`config.mk`:
```
export PLATFORM = sky130hd
export DESIGN_NAME = spi_reg_bank
export DESIGN_NICKNAME = d
export VERILOG_FILES = /design/src/rtl/spi_pkg.sv /design/src/rtl/spi_sync.sv /design/src/rtl/spi_reg_bank.sv
export SDC_FILE = /design/constraint.sdc
export NUM_CORES = 1
export LEC_CHECK = 0
export BUFFER_PORTS_ARGS = -buffer_cell sky130_fd_sc_hd__buf_2
export CAP_MARGIN = 20
export CELL_PAD_IN_SITES_DETAIL_PLACEMENT = 1
export CELL_PAD_IN_SITES_GLOBAL_PLACEMENT = 1
export CORE_UTILIZATION = 46
export DETAILED_ROUTE_END_ITERATION = 8
export GPL_TIMING_DRIVEN = 0
export HOLD_SLACK_MARGIN = 0.05
export PLACE_DENSITY_LB_ADDON = 0.1
export SYNTH_ARGS = -nofsm -noshare
export SYNTH_HDL_FRONTEND = slang
export SYNTH_HIERARCHICAL = 1
export SYNTH_SLANG_ARGS = --single-unit
```
`constraint.sdc`:
```
create_clock -name clk -period 3.8 [get_ports clk]
set_clock_uncertainty 0.1 [all_clocks]
set_input_delay 0.95 -clock clk [delete_from_list [all_inputs] [get_ports clk]]
set_output_delay 0.95 -clock clk [all_outputs]
set_load 0.02 [all_outputs]
```
`src/rtl/spi_pkg.sv`:
```
// Shared definitions for the SPI-slave register bank.
//   spi_state_e     : frame decoder FSM states
//   SPI_WRITE/READ  : value of the R/W command bit
//   SPI_REG_SLICE   : part-select of register i (width w) inside a packed register vector

`ifndef SPI_REG_SLICE
`define SPI_REG_SLICE(i, w) (i)*(w) +: (w)
`endif

package spi_pkg;

    typedef enum logic [2:0] {
        ST_IDLE,
        ST_CMD,
        ST_ADDR,
        ST_DATA,
        ST_DONE
    } spi_state_e;

    localparam logic SPI_WRITE = 1'b1;
    localparam logic SPI_READ  = 1'b0;

endpackage

```
`src/rtl/spi_sync.sv`:
```
// Single-bit synchroniser with edge detection.
//   clk, rst : system clock, asynchronous active-high reset
//   d        : asynchronous input
//   q        : synchronised level (last synchroniser stage)
//   rise     : one-clk pulse on a synchronised 0->1 transition
//   fall     : one-clk pulse on a synchronised 1->0 transition
// RST_VAL is the idle level the chain holds in reset, so no edge is reported
// while the input sits at its idle level after reset.

module spi_sync #(
    parameter int unsigned STAGES  = 2,
    parameter logic        RST_VAL = 1'b0
) (
    input  logic clk,
    input  logic rst,
    input  logic d,
    output logic q,
    output logic rise,
    output logic fall
);

    logic [STAGES-1:0] chain;
    logic              q_d;

    always_ff @(posedge clk or posedge rst) begin
        if (rst) begin
            chain <= {STAGES{RST_VAL}};
            q_d   <= RST_VAL;
        end else begin
            chain <= {chain[STAGES-2:0], d};
            q_d   <= chain[STAGES-1];
        end
    end

    assign q    = chain[STAGES-1];
    assign rise = q & ~q_d;
    assign fall = ~q & q_d;

endmodule

```
`src/rtl/spi_reg_bank.sv`:
```
// SPI mode-0 slave register bank with read-back.
//   clk, rst   : system clock, asynchronous active-high reset
//   sclk, copi : SPI clock / data in (asynchronous to clk)
//   ncs        : SPI chip select, active-low (asynchronous to clk)
//   cipo       : read data out, MSB first
//   cipo_oe    : high while a read data phase is active
//   regs_o     : register contents, register i at [i*DATA_W +: DATA_W]
//   wr_strobe  : one-clk pulse on the register that was written
//   frame_err  : one-clk pulse on an aborted frame or out-of-range address
// Frame: R/W bit (1 = write), ADDR_W address bits, DATA_W data bits, MSB first.

module spi_reg_bank
    import spi_pkg::*;
#(
    parameter int unsigned       NUM_REGS    = 5,
    parameter int unsigned       ADDR_W      = 7,
    parameter int unsigned       DATA_W      = 8,
    parameter int unsigned       SYNC_STAGES = 2,
    parameter logic [DATA_W-1:0] RESET_VAL   = '0
) (
    input  logic                       clk,
    input  logic                       rst,
    input  logic                       sclk,
    input  logic                       copi,
    input  logic                       ncs,
    output logic                       cipo,
    output logic                       cipo_oe,
    output logic [NUM_REGS*DATA_W-1:0] regs_o,
    output logic [NUM_REGS-1:0]        wr_strobe,
    output logic                       frame_err
);

    localparam int unsigned CNT_MAX = (ADDR_W > DATA_W) ? ADDR_W : DATA_W;
    localparam int unsigned CNT_W   = $clog2(CNT_MAX + 1);
    localparam int unsigned IDX_W   = (NUM_REGS > 1) ? $clog2(NUM_REGS) : 1;
    localparam int unsigned ARM_N   = SYNC_STAGES + 1;
    localparam int unsigned ARM_W   = $clog2(ARM_N + 1);
    localparam logic [ADDR_W:0] NUM_REGS_X = (ADDR_W + 1)'(NUM_REGS);

    // ------------------------------------------------------------------
    // Synchronisers
    // ------------------------------------------------------------------
    logic sclk_lvl, sclk_rise, sclk_fall;
    logic copi_lvl, copi_rise, copi_fall;
    logic ncs_lvl,  ncs_rise,  ncs_fall;

    spi_sync #(.STAGES(SYNC_STAGES), .RST_VAL(1'b0)) u_sync_sclk (
        .clk(clk), .rst(rst), .d(sclk), .q(sclk_lvl), .rise(sclk_rise), .fall(sclk_fall)
    );
    spi_sync #(.STAGES(SYNC_STAGES), .RST_VAL(1'b0)) u_sync_copi (
        .clk(clk), .rst(rst), .d(copi), .q(copi_lvl), .rise(copi_rise), .fall(copi_fall)
    );
    spi_sync #(.STAGES(SYNC_STAGES), .RST_VAL(1'b1)) u_sync_ncs (
        .clk(clk), .rst(rst), .d(ncs), .q(ncs_lvl), .rise(ncs_rise), .fall(ncs_fall)
    );

    logic unused_sync;
    assign unused_sync = &{1'b0, copi_rise, copi_fall, sclk_lvl};

    // ------------------------------------------------------------------
    // Frame arming: the ncs chain resets to idle-high, so if ncs is already
    // low when rst is released (reset mid-frame) the chain would later show a
    // false fall. A frame may only start after ncs has been seen high for
    // longer than the chain depth.
    // ------------------------------------------------------------------
    logic             armed;
    logic [ARM_W-1:0] arm_cnt;
    logic             frame_start;

    always_ff @(posedge clk or posedge rst) begin
        if (rst) begin
            armed   <= 1'b0;
            arm_cnt <= '0;
        end else if (!armed) begin
            if (!ncs_lvl) begin
                arm_cnt <= '0;
            end else if (arm_cnt == ARM_W'(ARM_N - 1)) begin
                armed <= 1'b1;
            end else begin
                arm_cnt <= arm_cnt + ARM_W'(1);
            end
        end
    end

    assign frame_start = ncs_fall & armed;

    // ------------------------------------------------------------------
    // Datapath registers and helpers
    // ------------------------------------------------------------------
    spi_state_e        state, next_state;
    logic              rw;
    logic [ADDR_W-1:0] addr_q, addr_next;
    logic [DATA_W-1:0] rx_q, tx_q, tx_shift, rd_word;
    logic [CNT_W-1:0]  bit_cnt;
    logic [DATA_W-1:0] regs [NUM_REGS];
    logic              addr_ok, addr_next_ok;
    logic              last_bit;

    always_comb begin
        addr_next    = (addr_q << 1) | ADDR_W'(copi_lvl);
        addr_ok      = {1'b0, addr_q} < NUM_REGS_X;
        addr_next_ok = {1'b0, addr_next} < NUM_REGS_X;
        rd_word      = addr_next_ok ? regs[addr_next[IDX_W-1:0]] : '0;
        tx_shift     = tx_q << 1;
        last_bit     = (bit_cnt == CNT_W'(1));
    end

    for (genvar g = 0; g < NUM_REGS; g++) begin : g_regs_o
        assign regs_o[g*DATA_W +: DATA_W] = regs[g];
    end

    // ------------------------------------------------------------------
    // FSM
    // ------------------------------------------------------------------
    always_ff @(posedge clk or posedge rst) begin
        if (rst) begin
            state <= ST_IDLE;
        end else begin
            state <= next_state;
        end
    end

    always_comb begin
        next_state = state;
        if (ncs_rise) begin
            next_state = ST_IDLE;
        end else begin
            case (state)
                // An sclk rise coinciding with the ncs fall is already bit0.
                ST_IDLE: if (frame_start) next_state = sclk_rise ? ST_ADDR : ST_CMD;
                ST_CMD:  if (sclk_rise) next_state = ST_ADDR;
                ST_ADDR: if (sclk_rise && last_bit) next_state = ST_DATA;
                ST_DATA: if (sclk_rise && last_bit) next_state = ST_DONE;
                ST_DONE: next_state = ST_DONE;
                default: next_state = ST_IDLE;
            endcase
        end
    end

    // ------------------------------------------------------------------
    // Shift registers, counters, register array, strobes and errors
    // ------------------------------------------------------------------
    always_ff @(posedge clk or posedge rst) begin
        if (rst) begin
            rw        <= SPI_READ;
            addr_q    <= '0;
            rx_q      <= '0;
            tx_q      <= '0;
            bit_cnt   <= '0;
            cipo      <= 1'b0;
            cipo_oe   <= 1'b0;
            wr_strobe <= '0;
            frame_err <= 1'b0;
            for (int unsigned i = 0; i < NUM_REGS; i++) begin
                regs[i] <= RESET_VAL;
            end
        end else begin
            wr_strobe <= '0;
            frame_err <= 1'b0;

            if (ncs_rise) begin
                cipo    <= 1'b0;
                cipo_oe <= 1'b0;
                if (state == ST_DONE) begin
                    if (!addr_ok) begin
                        frame_err <= 1'b1;
                    end else if (rw == SPI_WRITE) begin
                        regs[addr_q[IDX_W-1:0]]      <= rx_q;
                        wr_strobe[addr_q[IDX_W-1:0]] <= 1'b1;
                    end
                end else if (state != ST_IDLE) begin
                    frame_err <= 1'b1;
                end
            end else if (next_state == ST_ADDR && state != ST_ADDR) begin
                rw      <= copi_lvl;
                addr_q  <= '0;
                bit_cnt <= CNT_W'(ADDR_W);
            end else if (state == ST_ADDR && sclk_rise) begin
                addr_q <= addr_next;
                if (last_bit) begin
                    bit_cnt <= CNT_W'(DATA_W);
                    rx_q    <= '0;
                    if (rw == SPI_READ) begin
                        tx_q    <= rd_word;
                        cipo    <= rd_word[DATA_W-1];
                        cipo_oe <= 1'b1;
                    end
                end else begin
                    bit_cnt <= bit_cnt - CNT_W'(1);
                end
            end else if (state == ST_DATA) begin
                if (sclk_rise) begin
                    rx_q    <= (rx_q << 1) | DATA_W'(copi_lvl);
                    bit_cnt <= bit_cnt - CNT_W'(1);
                    if (last_bit) begin
                        cipo    <= 1'b0;
                        cipo_oe <= 1'b0;
                    end
                end else if (sclk_fall && cipo_oe && bit_cnt != CNT_W'(DATA_W)) begin
                    // The fall right after the last address bit precedes the
                    // sampling of the MSB, so shifting starts one fall later.
                    tx_q <= tx_shift;
                    cipo <= tx_shift[DATA_W-1];
                end
            end
        end
    end

endmodule

```
* After elaboration in Yosys (flattened, before gate mapping)
Index checks and enable logic that the tools add are counted.
Operators by class: $add $sub $neg 2, $lt $le $gt $ge 7, equal/unequal tests 18, mux-type cells 62, bitwise gates (word level) 16, reductions and logical operators 27
Operator list (number):
- $mux W8 | 8
- $mux W7 | 8
- $bwmux W40 | 1
- $bmux W8 S3 | 1
- $demux W8 S3 | 1
- $mux W1 | 24
- $mux W4 | 5
- $mux W5 | 4
- $mux W3 | 5
- $pmux W3 S5 | 1
- $reduce_bool A3 Y1 | 5
- $lt A7 B3 Y1 const B | 2
- $reduce_and A6 Y1 | 2
- $eq A3 B2 Y1 const B | 3
- $ne A3 B3 Y1 const B | 3
- $ge A4 B4 Y1 const B | 2
- $ne A2 B2 Y1 const B | 4
- $ne A4 B4 Y1 const B | 2
- $not A3 Y4 | 2
- $or A8 B1 Y8 | 1
- $reduce_bool A2 Y1 | 4
- $logic_and A1 B1 Y1 | 7
- $not A1 Y1 | 7
- $or A7 B1 Y7 | 1
- other kinds (21) | 29
Word-level totals: bits in registers 89, input port bits 5, output and inout bits 48

* Longest topological paths before layout
Gate-level depths: netlist of run 1.
word-level depth 11, depth in mapped cells 8, mapped depth without buffers 6

* Hierarchy
The synthesis of run 1 kept the hierarchy.
Modules (own cells, without submodules):
- spi_reg_bank | times used 1, cells each 352, area each 3890.0 µm², sequential area each 2026.9 µm²
- spi_sync (u_sync_copi ...) | times used 2, cells each 6, area each 93.8 µm², sequential area each 75.1 µm²
- spi_sync (u_sync_ncs) | times used 1, cells each 6, area each 97.6 µm², sequential area each 78.8 µm²

* Least setup slack after synthesis of run 1
Ideal clock, no wire load.
path kind flip-flop to flip-flop, from register u_sync_ncs.chain[1], to register regs, in the netlist regs_o[24], setup time 0.125 ns, data arrival time 1.921 ns, setup slack 1.655 ns, cell stages (with the launch flop) 7, clock period less this slack 2.145 ns, cell sequence dfstp_2 nor2b_1 clkbuf_1 nand3_1 nor4_4 nand3_2 mux2_2
Between the ends: word-level cells in the longest chain between the ends 2
Ends and longest elaborated chain:
- from (decl) | line spi_sync.sv:22 | logic [STAGES-1:0] chain;
- from (signal assigned) | line spi_sync.sv:27 | chain <= {STAGES{RST_VAL}};
- from (signal assigned) | line spi_sync.sv:30 | chain <= {chain[STAGES-2:0], d};
- $and A1 B1 Y1 | line spi_sync.sv:36 | assign rise = q & ~q_d;
- named net ncs_rise | line spi_reg_bank.sv:45 | logic ncs_lvl, ncs_rise, ncs_fall;
- $reduce_and A4 Y1 (no source line)
- to (signal, indexed assignment) | line spi_reg_bank.sv:168 | regs[addr_q[IDX_W-1:0]] <= rx_q;
- to (decl) | line spi_reg_bank.sv:95 | logic [DATA_W-1:0] regs [NUM_REGS];
The timed path passes the listed nets, and every way through them passes these cells. A chain may end at the register's enable or synchronous reset.

* Final worst setup path of run 1
from register u_sync_ncs.chain[1], to register regs, in the netlist regs_o[36]
Same word-level chain as after synthesis.

==> key figures, run 1 <==
Outcome
  – Status: finished, final reports clean

STA
  – Final Critical Period: 2.672 ns
  – Pins Over Slew Limit: 0
  – Total negative setup slack: 0 ns
  – Final Hold Violating Endpoints: 0
  – Least-Margin Pin Slew: 0.7736 ns
  – Setup violators final: 0
  – RSZ-0062 raised after global routing: false
  – Final worst path period share: 70.31%
  – Hold slack: 0.2590 ns
  – Worst slew margin: 48.04%
  – Fmax: 374.3 MHz

Clock tree
  – TritonCTS Sinks: 89
  – Root Buffer: clkbuf_8
  – TritonCTS clock tree: yes
  – # hold bufs at CTS: 0
  – CTS resizes: 0
  – Clk buf depth: 2
  – Clk slew on worst S/H paths: 0.09 ns
  – H-tree Lvls: 3
  – Total CTS buffers: 9
  – Postcts setup bufs: 0
  – Clk_lat worst skew: 0.37 ns

Setup path
  – Critical path capture point type: flop
  – Startpoint Class: flop
  – Worst EP arrival: 2.82 ns
  – CP max FO: 10
  – Worst Path Class, Setup: reg -> reg
  – Critical R2R Launch: u_sync_ncs/chain[1]
  – Critical path data required time: 3.95 ns
  – Crit. Startpoint: u_sync_ncs/chain[1]

Logic synthesis
  – Synth Area per Inst: 11.27 µm²
  – Syn. warnings: 6
  – Syn_nets: 375
  – Mapped cell area: 0.004135 mm²
  – Post-Synthesis Cells: 367

Detailed routing
  – Routed wire per std cell: 19.33 µm
  – DRT Wirelength: 10.51 mm
  – Drt first pass iters: 4
  – Via count: 3102
  – Starting DRT DRC Count: 185
  – DRC: 0
  – Routed vias/inst: 5.702
  – Post-route antenna net violation count: 0

Global routing
  – Initial antenna violation count: 0
  – All-Layer GR Usage: 23.96%
  – Vias in the first global route: 3269
  – Largest net degree at the start of global routing: 46
  – Final global-route overflow total: 0
  – Global-route wire length before repair: 17.55 mm

Placement
  – DP Area: 0.004561 mm²
  – Gpl congestion: 0.8087
  – DPL Wire Length: 7.370 mm
  – Port Buffers: 52

Layout
  – Final Instance Area: 0.004798 mm²
  – Area growth from synthesis to layout: 16.04%
  – Layout cells sized above 1: 31.42%
  – Diode count: 0
  – Final net count: 439

Floorplan
  – Core Area: 0.008721 mm²
  – Row cnt: 34
  – Die width: 96.82 µm
  – Area of the die: 0.009373 mm²
  – Die Height: 96.82 µm
  – Top Ports: 53
  – Starting Density: 47.42%

Hold path
  – HP Class: reg -> reg
  – Hold Crit Start: u_sync_ncs/chain[0]

Power
  – Max VDD drop: 248.8 µV
  – Lkg Pwr: 2.332 nW
  – Power Density: 478.0 mW/mm²

Flow run
  – Max-Cap Viols: 0
==> power by group <==
| part | switching (mW) | internal, mW |
|---|---|---|
| logic | 0.281 | 0.151 |
| clock network | 0.362 | 0.411 |
| registers | 0.0738 | 1.01 |
==> per-stage QoR <==
stage | util [%] | std cells | setup WS [ns] | total power, mW
final | 55.02 | 544 | 1.128 | 2.293
after global routing | 55.02 | 544 | 0.9789 | 2.413
after CTS | 55.02 | 544 | 1.106 | 2.301
after detailed placement | 52.30 | 528 | 1.137 | 1.530
after global placement | 51.95 | 527 | -0.4472 | 1.500
after floorplan | - | 367 | 0.6699 | 1.392
==> placed cells by master, fill, tap and decap left out, drive strengths merged, types with 3 or more instances in the layout <==
| cell type | count |
|---|---|
| nor3 | 3 |
| o221ai | 4 |
| nor4 | 3 |
| buf | 62 |
| clkbuf | 24 |
| nor2b | 5 |
| dfstp | 3 |
| nand4bb | 3 |
| mux2 | 46 |
| a21oi | 15 |
| a32o | 5 |
| o211ai | 4 |
| nor3b | 3 |
| nand2b | 11 |
| a31oi | 5 |
| nand2 | 52 |
| mux2i | 10 |
| or4bb | 4 |
| ha | 3 |
| nor2 | 12 |
| and2 | 3 |
| inv | 13 |
| o21ai | 24 |
| dfrtp | 86 |
==> worst paths after layout <==
kind                                        end  slack [ns]  cells after the start
setup / recovery                     regs_o[36]        1.13                      5
hold / removal              u_sync_ncs/chain[1]        0.26                      0
setup reg to reg                     regs_o[36]        1.13                      5
hold reg to reg             u_sync_ncs/chain[1]        0.26                      0
max in group asynchronous            regs_o[25]        2.47                      3
min in group asynchronous  u_sync_copi/chain[0]        0.37                      2
==> area by class of cell <==
type | instances | area [µm²]
repair buffers | 53 | 287.8
clock inverters | 5 | 86.33
fillers | 951 | 3923
well taps | 108 | 135.1
inverters | 12 | 47.55
plain buffers | 22 | 90.09
multi-input cells | 244 | 1769
clock buffers | 11 | 151.4
flip-flops and latches | 89 | 2231
==> metal layers <==
metal / GRT usage (%) / share of wire (%) / vias to the layer above
li1: - / - / 1436
met1: 33.78 / 47 / 1592
met2: 38.24 / 48 / 61
met3: 3.468 / 2.7 / 13
met4: 7.577 / 1.4 / 0
met5: 0 / 0 / -
==> registers in the layout, summed over array words and instances, names as in the netlist, 3 cells and up <==
| name | flops |
|---|---|
| tx_q | 7 |
| addr_q | 7 |
| wr_strobe | 5 |
| state | 3 |
| rx_q | 8 |
| regs_o | 40 |
| bit_cnt | 4 |
==> worst max-delay path, stage by stage, from the launching register on <==
cell      delay (ns)
dfstp_2         0.58
nor2b_1         0.16
clkbuf_1        0.40
nand3_1         0.27
nor4_4          0.64
mux2_2          0.41
Note: power is estimated with default switching activity, not from simulation.
==> inputs of run 2 (changes only) <==
==> constraint.sdc (replaced) <==
create_clock -name clk -period 2.55 [get_ports clk]
set_clock_uncertainty 0.1 [all_clocks]
set_input_delay 0.6375 -clock clk [delete_from_list [all_inputs] [get_ports clk]]
set_output_delay 0.6375 -clock clk [all_outputs]
set_load 0.02 [all_outputs]
==> run 2 against run 1 <==
Net effect:
- die area is the same
- cell count rose by 0.37%
- clock power grew 29%
- design area increased by 0.55%
- combinational power increased by 50%
- sequential power is 49% higher
- count of clock-buffer cells in the layout stayed put
- hold slack lost 0.20 ns
- register-to-register slack got worse by 0.96 ns
- largest power group unchanged
- highest routed layer unchanged
==> key figures, run 2 (synthesis results as in run 1) <==
STA
  – RSZ-0062 raised after global routing: false
  – Setup ws final: 0.1641 ns
  – Final Hold Violating Endpoints: 0
  – Setup violators final: 0
  – Least-Margin Pin Slew: 0.9073 ns
  – Worst slew margin: 39.39%
  – Pins Over Slew Limit: 0
  – Fmax: 419.1 MHz
  – Final Critical Period: 2.386 ns
  – Final worst path period share: 93.56%

Global routing
  – Largest net degree at the start of global routing: 43
  – Initial antenna violation count: 0
  – Vias in the first global route: 3344
  – Final global-route overflow total: 0
  – Global-route wire length before repair: 17.62 mm
  – All-Layer GR Usage: 23.89%

Layout
  – Most frequent cells in the layout: 86 x dfrtp_1, 57 x buf_2, 50 x nand2_1
  – Max reg flops: 40
  – Layout cells sized above 1: 32.88%
  – Diode count: 0
  – Final Core Density: 55.32%
  – Post-route insts no fill: 546
  – Fill count: 958
  – Final Instance Area: 0.004825 mm²
  – Most common cell after layout, fill and taps aside: dfrtp_1
  – Area growth from synthesis to layout: 16.67%
  – Final net count: 441

Clock tree
  – Clk slew on worst S/H paths: 0.09 ns
  – Total CTS buffers: 9
  – TritonCTS clock tree: yes
  – Clk_lat worst skew: 0.37 ns
  – Root Buffer: clkbuf_8
  – H-tree Lvls: 3
  – TritonCTS Sinks: 89
  – Clk buf depth: 2

Detailed routing
  – DRC: 0
  – Starting DRT DRC Count: 135
  – Met1 wire length: 4.902 mm
  – Via count: 3121
  – Routed wire per std cell: 18.92 µm
  – Routed vias/inst: 5.716
  – Met3 WL post-DR: 332 µm
  – Post-route antenna net violation count: 0
  – DR WL met2: 4.896 mm
  – Drt first pass iters: 4
  – DRT Wirelength: 10.33 mm
  – DR top layer: met4

Floorplan
  – Top Ports: 53
  – Die width: 96.82 µm
  – Core Area: 0.008721 mm²
  – Starting Density: 47.42%
  – Area of the die: 0.009373 mm²
  – Row cnt: 34
  – Die Height: 96.82 µm

Placement
  – DPL Wire Length: 7.319 mm
  – Dpl ws: -0.1624 ns
  – DP Area: 0.004554 mm²
  – Gpl congestion: 0.7430
  – Port Buffers: 52
  – Placed Instances: 528

Outcome
  – Status: finished, final reports clean

Power
  – Lkg Pwr: 2.350 nW
  – Max VDD drop: 365.2 µV
  – Power Density: 677.1 mW/mm²

Setup path
  – Critical path data required time: 2.70 ns
  – Slowest-stage cell, CP: dfstp_2
  – Critical R2R Launch: u_sync_ncs/chain[1]
  – R2r endpoint: regs_o[18]
  – R2R depth: 8
  – CP Cell Sequence: nor2b_1 > buf_2 > nand3_2 > nor4_4 > buf_4 > nand2b_1 > buf_2 > mux2_2
  – Critical path capture point type: flop
  – CP max FO: 10
  – Worst EP arrival: 2.54 ns
  – R2R setup slack: 0.16 ns
  – Crit-path max cell delay: 0.59 ns
  – Startpoint Class: flop
  – CP dominant cell by count: buf_2
  – Worst Path Class, Setup: reg -> reg

Flow run
  – Max-Cap Viols: 0

Hold path
  – HP Class: in -> async
run 2: changes by cell type in the layout (fill, tap and decap cells not counted), moves of 2 or more:
cell	previous run	this run
nand2_2	2	0
clkbuf_4	0	2
clkbuf_1	13	10
clkbuf_2	0	3
buf_12	0	2
nand2_4	0	2
run 2: worst max path at each step:
stage	cells after the start	slack [ns]	startpoint	end
finish	8	0.16	u_sync_ncs/chain[1]	regs_o[18]
global route	8	0.005	u_sync_sclk/chain[1]	rx_q[3]
detailed placement	6	-0.16	u_sync_ncs/chain[1]	regs_o[30]
CTS	8	0.00003	u_sync_sclk/chain[1]	rx_q[3]
global placement	5	-0.09	u_sync_ncs/chain[1]	regs_o[34]
floorplan	6	0.40	u_sync_ncs/chain[1]	regs_o[24]
run 2: layout make-up:
cell class | count | area (µm²) | share of cell area [%]
tap | 108 | 135.1 | 2.801
inverter | 12 | 48.80 | 1.011
multi-input combinational | 244 | 1798 | 37.27
clock inverter | 5 | 62.56 | 1.297
timing repair buffer | 55 | 307.8 | 6.380
clock buffer | 11 | 141.4 | 2.931
buffer | 22 | 100.1 | 2.075
sequential | 89 | 2231 | 46.24
run 2: power by group:
group,internal [mW],total (mW),switching [mW]
clock,0.485,0.998,0.513
sequential,1.51,1.62,0.109
combinational,0.227,0.648,0.422
run 2: layer usage:
layer  track usage [%]  vias up
met5                 0        -
met4             8.955        0
met3             3.324       16
met2             37.32       62
met1             33.90     1601
li1                  -     1442
run 2: per-stage QoR:
stage | setup TNS [ns] | hold WS (ns) | power [mW]
global placement | -1.259 | 0.2314 | 2.235
global route | 0 | 0.06030 | 3.443
CTS | 0 | 0.05379 | 3.271
detailed placement | -4.154 | 0.2356 | 2.268
finish | 0 | 0.06082 | 3.267
floorplan | 0 | 0.2312 | 2.075
run 2: critical path, delay by kind of cell (launching register included):
kind | cells | cell delay [ns]
buf+inv | 3 | 0.66
mux | 1 | 0.29
simple gates | 4 | 0.64
flops | 1 | 0.59
run 2: timing repair:
action                     4_1_cts  5_1_grt
hold buffers                     0        0
buffers inserted                 0        2
pin swaps                        0        2
setup endpoints to repair       48       50
gates resized for setup          1       14
==> inputs of run 3 (changes only) <==
--- a/config.mk
+++ b/config.mk
@@ -5,11 +5,12 @@
 export SDC_FILE = /design/constraint.sdc
 export NUM_CORES = 1
 export LEC_CHECK = 0
+export ABC_AREA = 1
 export BUFFER_PORTS_ARGS = -buffer_cell sky130_fd_sc_hd__buf_2
 export CAP_MARGIN = 20
 export CELL_PAD_IN_SITES_DETAIL_PLACEMENT = 1
 export CELL_PAD_IN_SITES_GLOBAL_PLACEMENT = 1
-export CORE_UTILIZATION = 46
+export CORE_UTILIZATION = 43
 export DETAILED_ROUTE_END_ITERATION = 8
 export GPL_TIMING_DRIVEN = 0
 export HOLD_SLACK_MARGIN = 0.05
==> run 3 against run 2 <==
Net effect:
- sequential power decreased by 3%
- maximum frequency is 1.8% higher
- combinational power is 12% lower
- largest power group unchanged
- critical endpoint is now tx_q[5]
- die area rose by 4.4%
- clock power down 6.1%
==> key figures, run 3 <==
Detailed routing
  – Routed wire per std cell: 17.97 µm
  – Routed vias/inst: 5.426
  – Starting DRT DRC Count: 152
  – Via count: 3603
  – Post-route antenna net violation count: 0
  – DRT Wirelength: 11.93 mm
  – DRC: 0
  – Drt first pass iters: 4

Setup path
  – Startpoint Class: flop
  – R2r endpoint: tx_q[5]
  – Worst Path Class, Setup: reg -> reg
  – CP max FO: 9
  – R2R depth: 11
  – Critical path data required time: 2.72 ns
  – Critical R2R Launch: u_sync_ncs/chain[1]
  – Critical path capture point type: flop
  – Worst EP arrival: 2.51 ns
  – R2R setup slack: 0.21 ns

Floorplan
  – Row cnt: 34
  – Area of the die: 0.009781 mm²
  – Starting Density: 45.41%
  – Top Ports: 53
  – Core Area: 0.008891 mm²
  – Die width: 98.90 µm
  – Die Height: 98.90 µm

STA
  – Final worst path period share: 91.91%
  – Worst slew margin: 57.84%
  – Least-Margin Pin Slew: 0.6325 ns
  – RSZ-0062 raised after global routing: false
  – Fmax: 426.7 MHz
  – Setup ws final: 0.2063 ns
  – Pins Over Slew Limit: 0
  – Final Hold Violating Endpoints: 0
  – Final Critical Period: 2.344 ns
  – Setup violators final: 0

Layout
  – Most common cell after layout, fill and taps aside: nand2_1
  – Final net count: 559
  – Post-route insts no fill: 664
  – Fill count: 1112
  – Final Core Density: 52.67%
  – Layout cells sized above 1: 17.99%
  – Max reg flops: 40
  – FF/Latch Area: 0.002231 mm²
  – Final Instance Area: 0.004683 mm²
  – Area taken by multi-input logic gates: 0.001574 mm²
  – Most frequent cells in the layout: 138 x nand2_1, 86 x dfrtp_1, 69 x o21ai_0
  – Diode count: 0
  – Area growth from synthesis to layout: 15.99%

Hold path
  – Hold EP: u_sync_ncs/chain[0]
  – Hold path cells: 1
  – HP Class: in -> reg
  – Hold Crit Start: ncs

Global routing
  – Final global-route overflow total: 0
  – Global-route wire length before repair: 19.49 mm
  – All-Layer GR Usage: 26.10%
  – Largest net degree at the start of global routing: 33
  – Initial antenna violation count: 0
  – Vias in the first global route: 3686

Power
  – Final Power: 3.077 mW
  – Power Density: 657.1 mW/mm²
  – Max VDD drop: 386.4 µV
  – Lkg Pwr: 2.403 nW

Placement
  – Port Buffers: 52
  – Placed Instances: 646
  – DPL Wire Length: 8.855 mm
  – Dpl ws: -0.08656 ns
  – DP Area: 0.004477 mm²
  – Gpl congestion: 0.8151

Logic synthesis
  – Synth Area per Inst: 8.342 µm²
  – Syn_nets: 492
  – Syn. warnings: 6
  – Post-Synthesis Cells: 484
  – Mapped cell area: 0.004038 mm²

Clock tree
  – Clk slew on worst S/H paths: 0.10 ns
  – Clk buf depth: 2
  – Root Buffer: clkbuf_8
  – Clk_lat worst skew: 0.37 ns
  – TritonCTS clock tree: yes
  – H-tree Lvls: 3
  – TritonCTS Sinks: 89
  – Total CTS buffers: 9

Flow run
  – Max-Cap Viols: 0

Outcome
  – Status: finished, final reports clean
==> run 3: changes by cell type in the layout (fill, tap and decap cells not counted), sizes merged, moves of 32 or more <==
cell and change:
inv +32, mux2 -46, nand2 +89, nand3 +39, nor2 +40, o21ai +46
==> run 3: worst max-delay path, stage by stage, from the launching register on <==
cell and delay [ns]:
dfstp_2 0.58, inv_1 0.06, nor2_2 0.30, inv_1 0.24, nand2_4 0.15, nor2_4 0.09
inv_2 0.19, o21ai_2 0.09, nand3_2 0.16, inv_1 0.14, nand2_1 0.09, nand2_1 0.04
==> run 3: metrics by stage <==
| stage | hold slack [ns] | TNS [ns] |
|---|---|---|
| finish | 0.2519 | 0 |
| CTS | 0.2438 | 0 |
| floorplan | 0.2312 | 0 |
| global placement | 0.2320 | -0.08952 |
| detailed placement | 0.2363 | -0.4843 |
| global route | 0.2383 | 0 |
==> run 3: worst max path at each step <==
stage | start | end
after floorplan | u_sync_ncs/chain[1] | regs_o[17]
after global placement | u_sync_ncs/chain[1] | regs_o[17]
after detailed placement | u_sync_ncs/chain[1] | regs_o[17]
after CTS | u_sync_ncs/chain[1] | regs_o[17]
after global routing | u_sync_ncs/chain[1] | tx_q[1]
final | u_sync_ncs/chain[1] | tx_q[5]
==> run 3: area by class of cell <==
| class | instances | share of cell area, % |
|---|---|---|
| Inverter | 43 | 3.527 |
| Clock inverter | 7 | 1.122 |
| Multi-Input combinational cell | 335 | 33.61 |
| Timing Repair Buffer | 56 | 6.786 |
| Tap cell | 108 | 2.885 |
| Sequential cell | 89 | 47.64 |
| Buffer | 17 | 1.790 |
| Clock buffer | 9 | 2.645 |
==> run 3: what timing repair did <==
action	CTS	global route
setup endpoints to repair	46	41
resized for setup	2	2
endpoints found under the hold margin	2	0
buffers inserted	0	1
hold buffers	1	0
pin swaps	0	1
==> run 3: metal layers <==
metal / track usage, % / vias up / routed length [µm]
met5: 0 / - / 0
met4: 7.003 / 0 / 121
met3: 3.333 / 10 / 359
met2: 43.20 / 72 / 5843
met1: 36.31 / 1819 / 5609
li1: - / 1702 / -
==> run 3: report_power, final <==
group	total, mW	internal (mW)	switching (mW)
Combinational	0.568	0.162	0.405
Sequential	1.57	1.50	0.0719
Clock	0.937	0.364	0.573
Total	3.08	2.03	1.05
